==> config.mk <==
export PLATFORM = sky130hd
export DESIGN_NAME = asym_fifo_write_wider
export DESIGN_NICKNAME = d
export VERILOG_FILES = /design/src/rtl/asym_fifo_write_wider.sv
export SDC_FILE = /design/constraint.sdc
export NUM_CORES = 2
export LEC_CHECK = 0
export ABC_AREA = 1
export ABC_CLOCK_PERIOD_IN_PS = 55700
export BUFFER_PORTS_ARGS = -buffer_cell sky130_fd_sc_hd__buf_4
export CORE_MARGIN = 8
export CORE_UTILIZATION = 35
export DETAILED_ROUTE_END_ITERATION = 10
export PLACE_DENSITY = 0.53
export SLEW_MARGIN = 10
export SYNTH_ARGS = -nofsm -noshare
export SYNTH_HDL_FRONTEND = slang
export SYNTH_SLANG_ARGS = --single-unit
==> constraint.sdc <==
create_clock -name clk -period 55.7 [get_ports clk]
set_input_delay 8.355 -clock clk [delete_from_list [all_inputs] [get_ports clk]]
set_output_delay 8.355 -clock clk [all_outputs]
set_load 0.1 [all_outputs]
==> src/rtl/asym_fifo_write_wider.sv <==
// asym_fifo_write_wider: single-clock FIFO, wide write port, narrow read port.
// Each DATAWIDTHW-bit word is stored whole. It is streamed out as RATIO lanes
// of DATAWIDTHR bits, lane 0 (least significant) first.
// m_data is the synchronous RAM read register. An entry is freed on the edge
// that copies its last lane into m_data.
// Optional macro ASYM_FIFO_LEVEL_EN adds two registered level ports:
// wr_free (free entries) and rd_level (lanes still waiting in RAM).
module asym_fifo_write_wider #(
    parameter int DATAWIDTHW = 512,
    parameter int DATAWIDTHR = 32,
    parameter int DEPTHW     = 4
) (
    input  logic                  clk,
    input  logic                  rstn,
    input  logic [DATAWIDTHW-1:0] s_data,
    input  logic                  s_valid,
    output logic                  s_ready,
    output logic [DATAWIDTHR-1:0] m_data,
    output logic                  m_valid,
    input  logic                  m_ready
`ifdef ASYM_FIFO_LEVEL_EN
    ,
    output logic [$clog2(DEPTHW):0]                          wr_free,
    output logic [$clog2(DEPTHW*(DATAWIDTHW/DATAWIDTHR)):0] rd_level
`endif
);

    localparam int RATIO = DATAWIDTHW / DATAWIDTHR;
    localparam int AW    = $clog2(DEPTHW);
    localparam int LW    = $clog2(RATIO);
    localparam int PW    = AW + LW;
    localparam logic [AW:0] DEPTH_C = (AW+1)'(DEPTHW);

    logic [DATAWIDTHW-1:0] mem_q [DEPTHW];

    logic [AW-1:0]         wptr_q, wptr_d;
    logic [PW-1:0]         rptr_q, rptr_d;
    logic [AW:0]           used_q, used_d;
    logic                  s_ready_q, s_ready_d;
    logic                  m_valid_q, m_valid_d;
    logic [DATAWIDTHR-1:0] m_data_q, m_data_d;

    logic                  accept_s;
    logic                  out_free_s;
    logic                  avail_s;
    logic                  load_s;
    logic                  release_s;
    logic [PW:0]           lanes_s;
    logic [DATAWIDTHW-1:0] rd_word_s;
    logic [DATAWIDTHR-1:0] rd_lane_s;

    // Handshake qualifiers and lane availability.
    // Occupied entries times RATIO, minus the lanes already taken from the
    // partially read head entry.
    always_comb begin
        accept_s   = s_valid & s_ready_q;
        out_free_s = ~m_valid_q | m_ready;
        lanes_s    = {used_q, {LW{1'b0}}} - {{(AW+1){1'b0}}, rptr_q[LW-1:0]};
        avail_s    = (lanes_s != (PW+1)'(0));
        load_s     = out_free_s & avail_s;
        release_s  = load_s & (rptr_q[LW-1:0] == {LW{1'b1}});
        rd_word_s  = mem_q[rptr_q[PW-1:LW]];
        rd_lane_s  = rd_word_s[int'(rptr_q[LW-1:0])*DATAWIDTHR +: DATAWIDTHR];
    end

    // Next-state for the pointers, the occupancy count and the write-ready flag.
    always_comb begin
        wptr_d = wptr_q;
        used_d = used_q;
        if (accept_s) begin
            wptr_d = wptr_q + AW'(1);
        end else begin
            wptr_d = wptr_q;
        end
        if (accept_s && !release_s) begin
            used_d = used_q + (AW+1)'(1);
        end else if (!accept_s && release_s) begin
            used_d = used_q - (AW+1)'(1);
        end else begin
            used_d = used_q;
        end
        // Space freed by a release only becomes visible one cycle later.
        s_ready_d = (used_d < DEPTH_C);
    end

    // Next-state for the output register and the read pointer.
    always_comb begin
        rptr_d    = rptr_q;
        m_valid_d = m_valid_q;
        m_data_d  = m_data_q;
        if (load_s) begin
            rptr_d    = rptr_q + PW'(1);
            m_valid_d = 1'b1;
            m_data_d  = rd_lane_s;
        end else if (out_free_s) begin
            m_valid_d = 1'b0;
        end else begin
            m_valid_d = m_valid_q;
        end
    end

    // Wide storage write. Pointer reset alone invalidates stale contents.
    always_ff @(posedge clk) begin
        if (accept_s) begin
            mem_q[wptr_q] <= s_data;
        end
    end

    // State registers with asynchronous clear.
    always_ff @(posedge clk or negedge rstn) begin
        if (!rstn) begin
            wptr_q    <= AW'(0);
            rptr_q    <= PW'(0);
            used_q    <= (AW+1)'(0);
            s_ready_q <= 1'b0;
            m_valid_q <= 1'b0;
            m_data_q  <= DATAWIDTHR'(0);
        end else begin
            wptr_q    <= wptr_d;
            rptr_q    <= rptr_d;
            used_q    <= used_d;
            s_ready_q <= s_ready_d;
            m_valid_q <= m_valid_d;
            m_data_q  <= m_data_d;
        end
    end

    assign s_ready = s_ready_q;
    assign m_valid = m_valid_q;
    assign m_data  = m_data_q;

`ifdef ASYM_FIFO_LEVEL_EN
    logic [AW:0] wr_free_q;
    logic [PW:0] rd_level_q;

    // Level registers track the next-state counts, so they agree with the pointers.
    always_ff @(posedge clk or negedge rstn) begin
        if (!rstn) begin
            wr_free_q  <= DEPTH_C;
            rd_level_q <= (PW+1)'(0);
        end else begin
            wr_free_q  <= DEPTH_C - used_d;
            rd_level_q <= {used_d, {LW{1'b0}}} - {{(AW+1){1'b0}}, rptr_d[LW-1:0]};
        end
    end

    assign wr_free  = wr_free_q;
    assign rd_level = rd_level_q;
`endif

endmodule
==> out/qor.log <==
[run_status] run status completed
[logic_synthesis] Post-Syn Area 87100 um^2
[critical_path] slowest cell on the critical path sky130_fd_sc_hd__buf_4
[flow_run] # Max-Cap Violations 0
[logic_synthesis] distinct cell type count of the synthesized netlist 28
[logic_synthesis] number of instances in the synthesized netlist 8038
[final_layout] area added between synthesis and finish 16.4%
[sta] Pins Over Slew Limit 0
[logic_synthesis] Synth top area share 0.706
[die] Core Box Area 248000 um^2
[sta] worst hold slack 0.487 ns
[global_routing] total grt overflow 0
[logic_synthesis] cell taking the most area after synthesis sky130_fd_sc_hd__edfxtp_1
[hold_path] path class of the lowest-slack min-delay path flop to flop
[critical_path] Critical Path Start Type input pin
[pwr] Peak VDD IR 0.0467 mV
[sta] worst-case clock skew 0.0395 ns
[placed_design] gp weighted congestion 0.844
[logic_synthesis] synth top area cells sky130_fd_sc_hd__edfxtp_1 71%, sky130_fd_sc_hd__nand2_1 13%, sky130_fd_sc_hd__nand3_1 4.1%, sky130_fd_sc_hd__inv_1 3.3%, sky130_fd_sc_hd__nor2_1 2.5%
[critical_path] capturing element type of the critical path flop
[logic_synthesis] Synth warnings 0
[final_layout] final core utilization 0.409
[sta] unrepaired setup endpoints after global routing no
[sta] total of endpoints with negative setup slack in the final report 0
[die] number of standard-cell rows in the floorplan 183
[sta] Least-Margin Pin Slew 1.06 ns
[global_routing] total global routing track utilization 0.212
[critical_path] CP arrival 12.23 ns
[pwr] Static Leakage 40.9 nW
[final_layout] count of nets after finishing 9003
[cts] clock buffers created by TritonCTS 221
[die] vertical die dimension 515 um
[critical_path] CP Cell Sequence buf_4 -> nand2_1 -> nor2_4 -> buf_4 -> buf_12 -> buf_4 -> buf_4
[drt] routed vias 58.6k
[global_routing] number of antenna violations at the first check in global routing 184
[cts] clk root buf sky130_fd_sc_hd__clkbuf_16
[critical_path] largest fanout on the critical path 110
[logic_synthesis] synthesized net count 8565
[cts] Setup Buffers After CTS 0
[final_layout] proportion of layout cells with a drive suffix above 1 0.109
[critical_path] Worst Path Required 56.16 ns
[placed_design] dpl ws 43.00 ns
[global_routing] wire length of the first global-routing pass 407 mm
[die] total die area 265000 um^2
[placed_design] Port Buffers 549
[critical_path] Worst path most repeated cell sky130_fd_sc_hd__buf_4
[cts] clock edge transition at the registers on the reported setup and hold paths 0.06 ns
[logic_synthesis] post-synthesis average cell area 10.8 um^2
[drt] DRC 0
[drt] routed wire length 291 mm
[sta] final sum of negative setup slack 0 ns
[cts] buffers from clock root to sink, at most 3
[sta] Period minus WS final 11.77 ns
[cts] number of cells upsized or downsized after cts 0
[global_routing] maximum number of pins on one net before global-route repair 198
[sta] Max Fclk 84.9 MHz
[cts] clock sink count 2093
[cts] later-pin clock latency in the skew report 0.86 ns
[drt] final antenna-violating net count 0
[drt] Routed wire per std cell 24.0 um
[sta] final count of hold timing violations 0
[die] width of the die 515 um
[global_routing] via count of the first global-routing pass 54.9k
[logic_synthesis] sequential area share after synthesis 0.719
[final_layout] fill cell instance count of the final layout 23.7k
[cts] H-tree Lvls 4
[drt] Iter 0 DRT Violations 5363
[cts] number of buffers added to fix hold violations after cts 0
[critical_path] stage delay of the slowest cell on the critical path 0.86 ns
[critical_path] crit path kind input pin to flop
[die] num ports 550
[placed_design] Detailed Place HPWL 191 mm
[sta] minimum setup slack in the final design 43.93 ns
[drt] total iterations of the first detailed-routing run 6
[pwr] Power per Cell Area 55.1 nW/um^2
[drt] Vias per Instance 4.85
[sta] final worst path period share 0.211
[cts] clock tree from TritonCTS yes
[logic_synthesis] post-synthesis register bit count 2093
[sta] slew margin rel. 0.293
[die] initial cell density of the core 0.351
## where the power goes
group,switching [mW],internal [mW]
logic,1.61,0.458
clock network,0.621,0.802
registers,0.0689,2.03
## flip-flops by register name (all words and copies together), names as in the netlist, named ones only
name,flops
used_q,2
m_valid,1
wptr_q,2
mem_q,2048
rptr_q,6
s_ready,1
m_data,32
## logic make-up after synthesis
logic type                 after synthesis  share of synthesized area
xor gates and xnor gates                 6                   0.000603
adders and majority gates               11                    0.00158
AOI/OAI and AO/OA                      518                     0.0299
buffers and inverters                 1213                     0.0580
DFF                                   2093                      0.719
and+or+nand+nor                       4197                      0.191
## stage by stage
| step | area [um^2] | cells | power (mW) |
|---|---|---|---|
| global placement | 94300 | 11600 | 4.21 |
| floorplan | 87100 | 8038 | 3.59 |
| CTS | 101000 | 12000 | 5.65 |
| global route | 101000 | 12000 | 5.87 |
| detailed placement | 94300 | 11600 | 4.23 |
| finish | 101000 | 12100 | 5.59 |
## cell usage after synthesis, drive strengths merged
cell,number
o21ai,259
nand3,709
a22oi,1
buf,246
inv,779
nand2,2904
nand3b,1
o22ai,3
ha,11
a31oi,2
clkbuf,176
clkinv,12
nor3,1
edfxtp,2048
dfrtp,45
xor2,6
a21oi,252
o211ai,1
nand4,3
nor2,579
## path summary, 6_finish.rpt
path                            startpoint       endpoint  slack (ns)  cells past startpoint
worst max-delay path               s_valid  mem_q[0][508]       43.93                      7
worst min-delay path            m_data[16]     m_data[16]        0.49                      2
worst max register to register   rptr_q[5]      m_data[8]       50.26                     13
worst min register to register  m_data[16]     m_data[16]        0.49                      2
max in group asynchronous             rstn      rptr_q[4]       47.75                      1
min in group asynchronous             rstn      m_data[9]        7.50                      1
## layout make-up
class | instances | area (um^2) | area share
inverters | 791 | 3000 | 0.0296
clock inverters | 131 | 1150 | 0.0113
multi-input cells | 4732 | 19500 | 0.192
flip-flops and latches | 2093 | 62600 | 0.617
diodes | 93 | 233 | 0.00229
clock buffers | 277 | 5800 | 0.0572
repair buffers | 637 | 4960 | 0.0489
well taps | 3330 | 4170 | 0.0411
## cell usage in the layout, fill, tap and decap left out, types with 4 or more instances in the layout
cell type	instances
sky130_fd_sc_hd__diode_2	93
sky130_fd_sc_hd__xor2_1	6
sky130_fd_sc_hd__bufinv_16	14
sky130_fd_sc_hd__inv_1	774
sky130_fd_sc_hd__buf_12	14
sky130_fd_sc_hd__clkbuf_16	224
sky130_fd_sc_hd__nor2_4	7
sky130_fd_sc_hd__edfxtp_1	2048
sky130_fd_sc_hd__clkbuf_1	53
sky130_fd_sc_hd__clkinv_16	5
sky130_fd_sc_hd__ha_1	11
sky130_fd_sc_hd__nand2_1	2904
sky130_fd_sc_hd__nor2_1	572
sky130_fd_sc_hd__o21ai_0	253
sky130_fd_sc_hd__dfrtp_1	42
sky130_fd_sc_hd__clkinvlp_4	4
sky130_fd_sc_hd__clkinv_1	74
sky130_fd_sc_hd__clkinv_2	36
sky130_fd_sc_hd__a21oi_1	252
sky130_fd_sc_hd__o21ai_1	6
sky130_fd_sc_hd__nand3_1	709
sky130_fd_sc_hd__buf_4	623
sky130_fd_sc_hd__inv_6	5
## critical path, delay by kind of cell
family	cells	cell delay [ns]
buffers and inverters	5	2.99
AND/OR/NAND/NOR	2	0.49
## per-layer routing
layer | up-vias | wire length, um | track usage
li1 | 27500 | - | -
met1 | 28400 | 114000 | 0.262
met2 | 2029 | 137000 | 0.341
met3 | 530 | 26200 | 0.0695
met4 | 96 | 12300 | 0.0914
met5 | - | 604 | 0
Note: power is estimated with default switching activity, not from simulation.
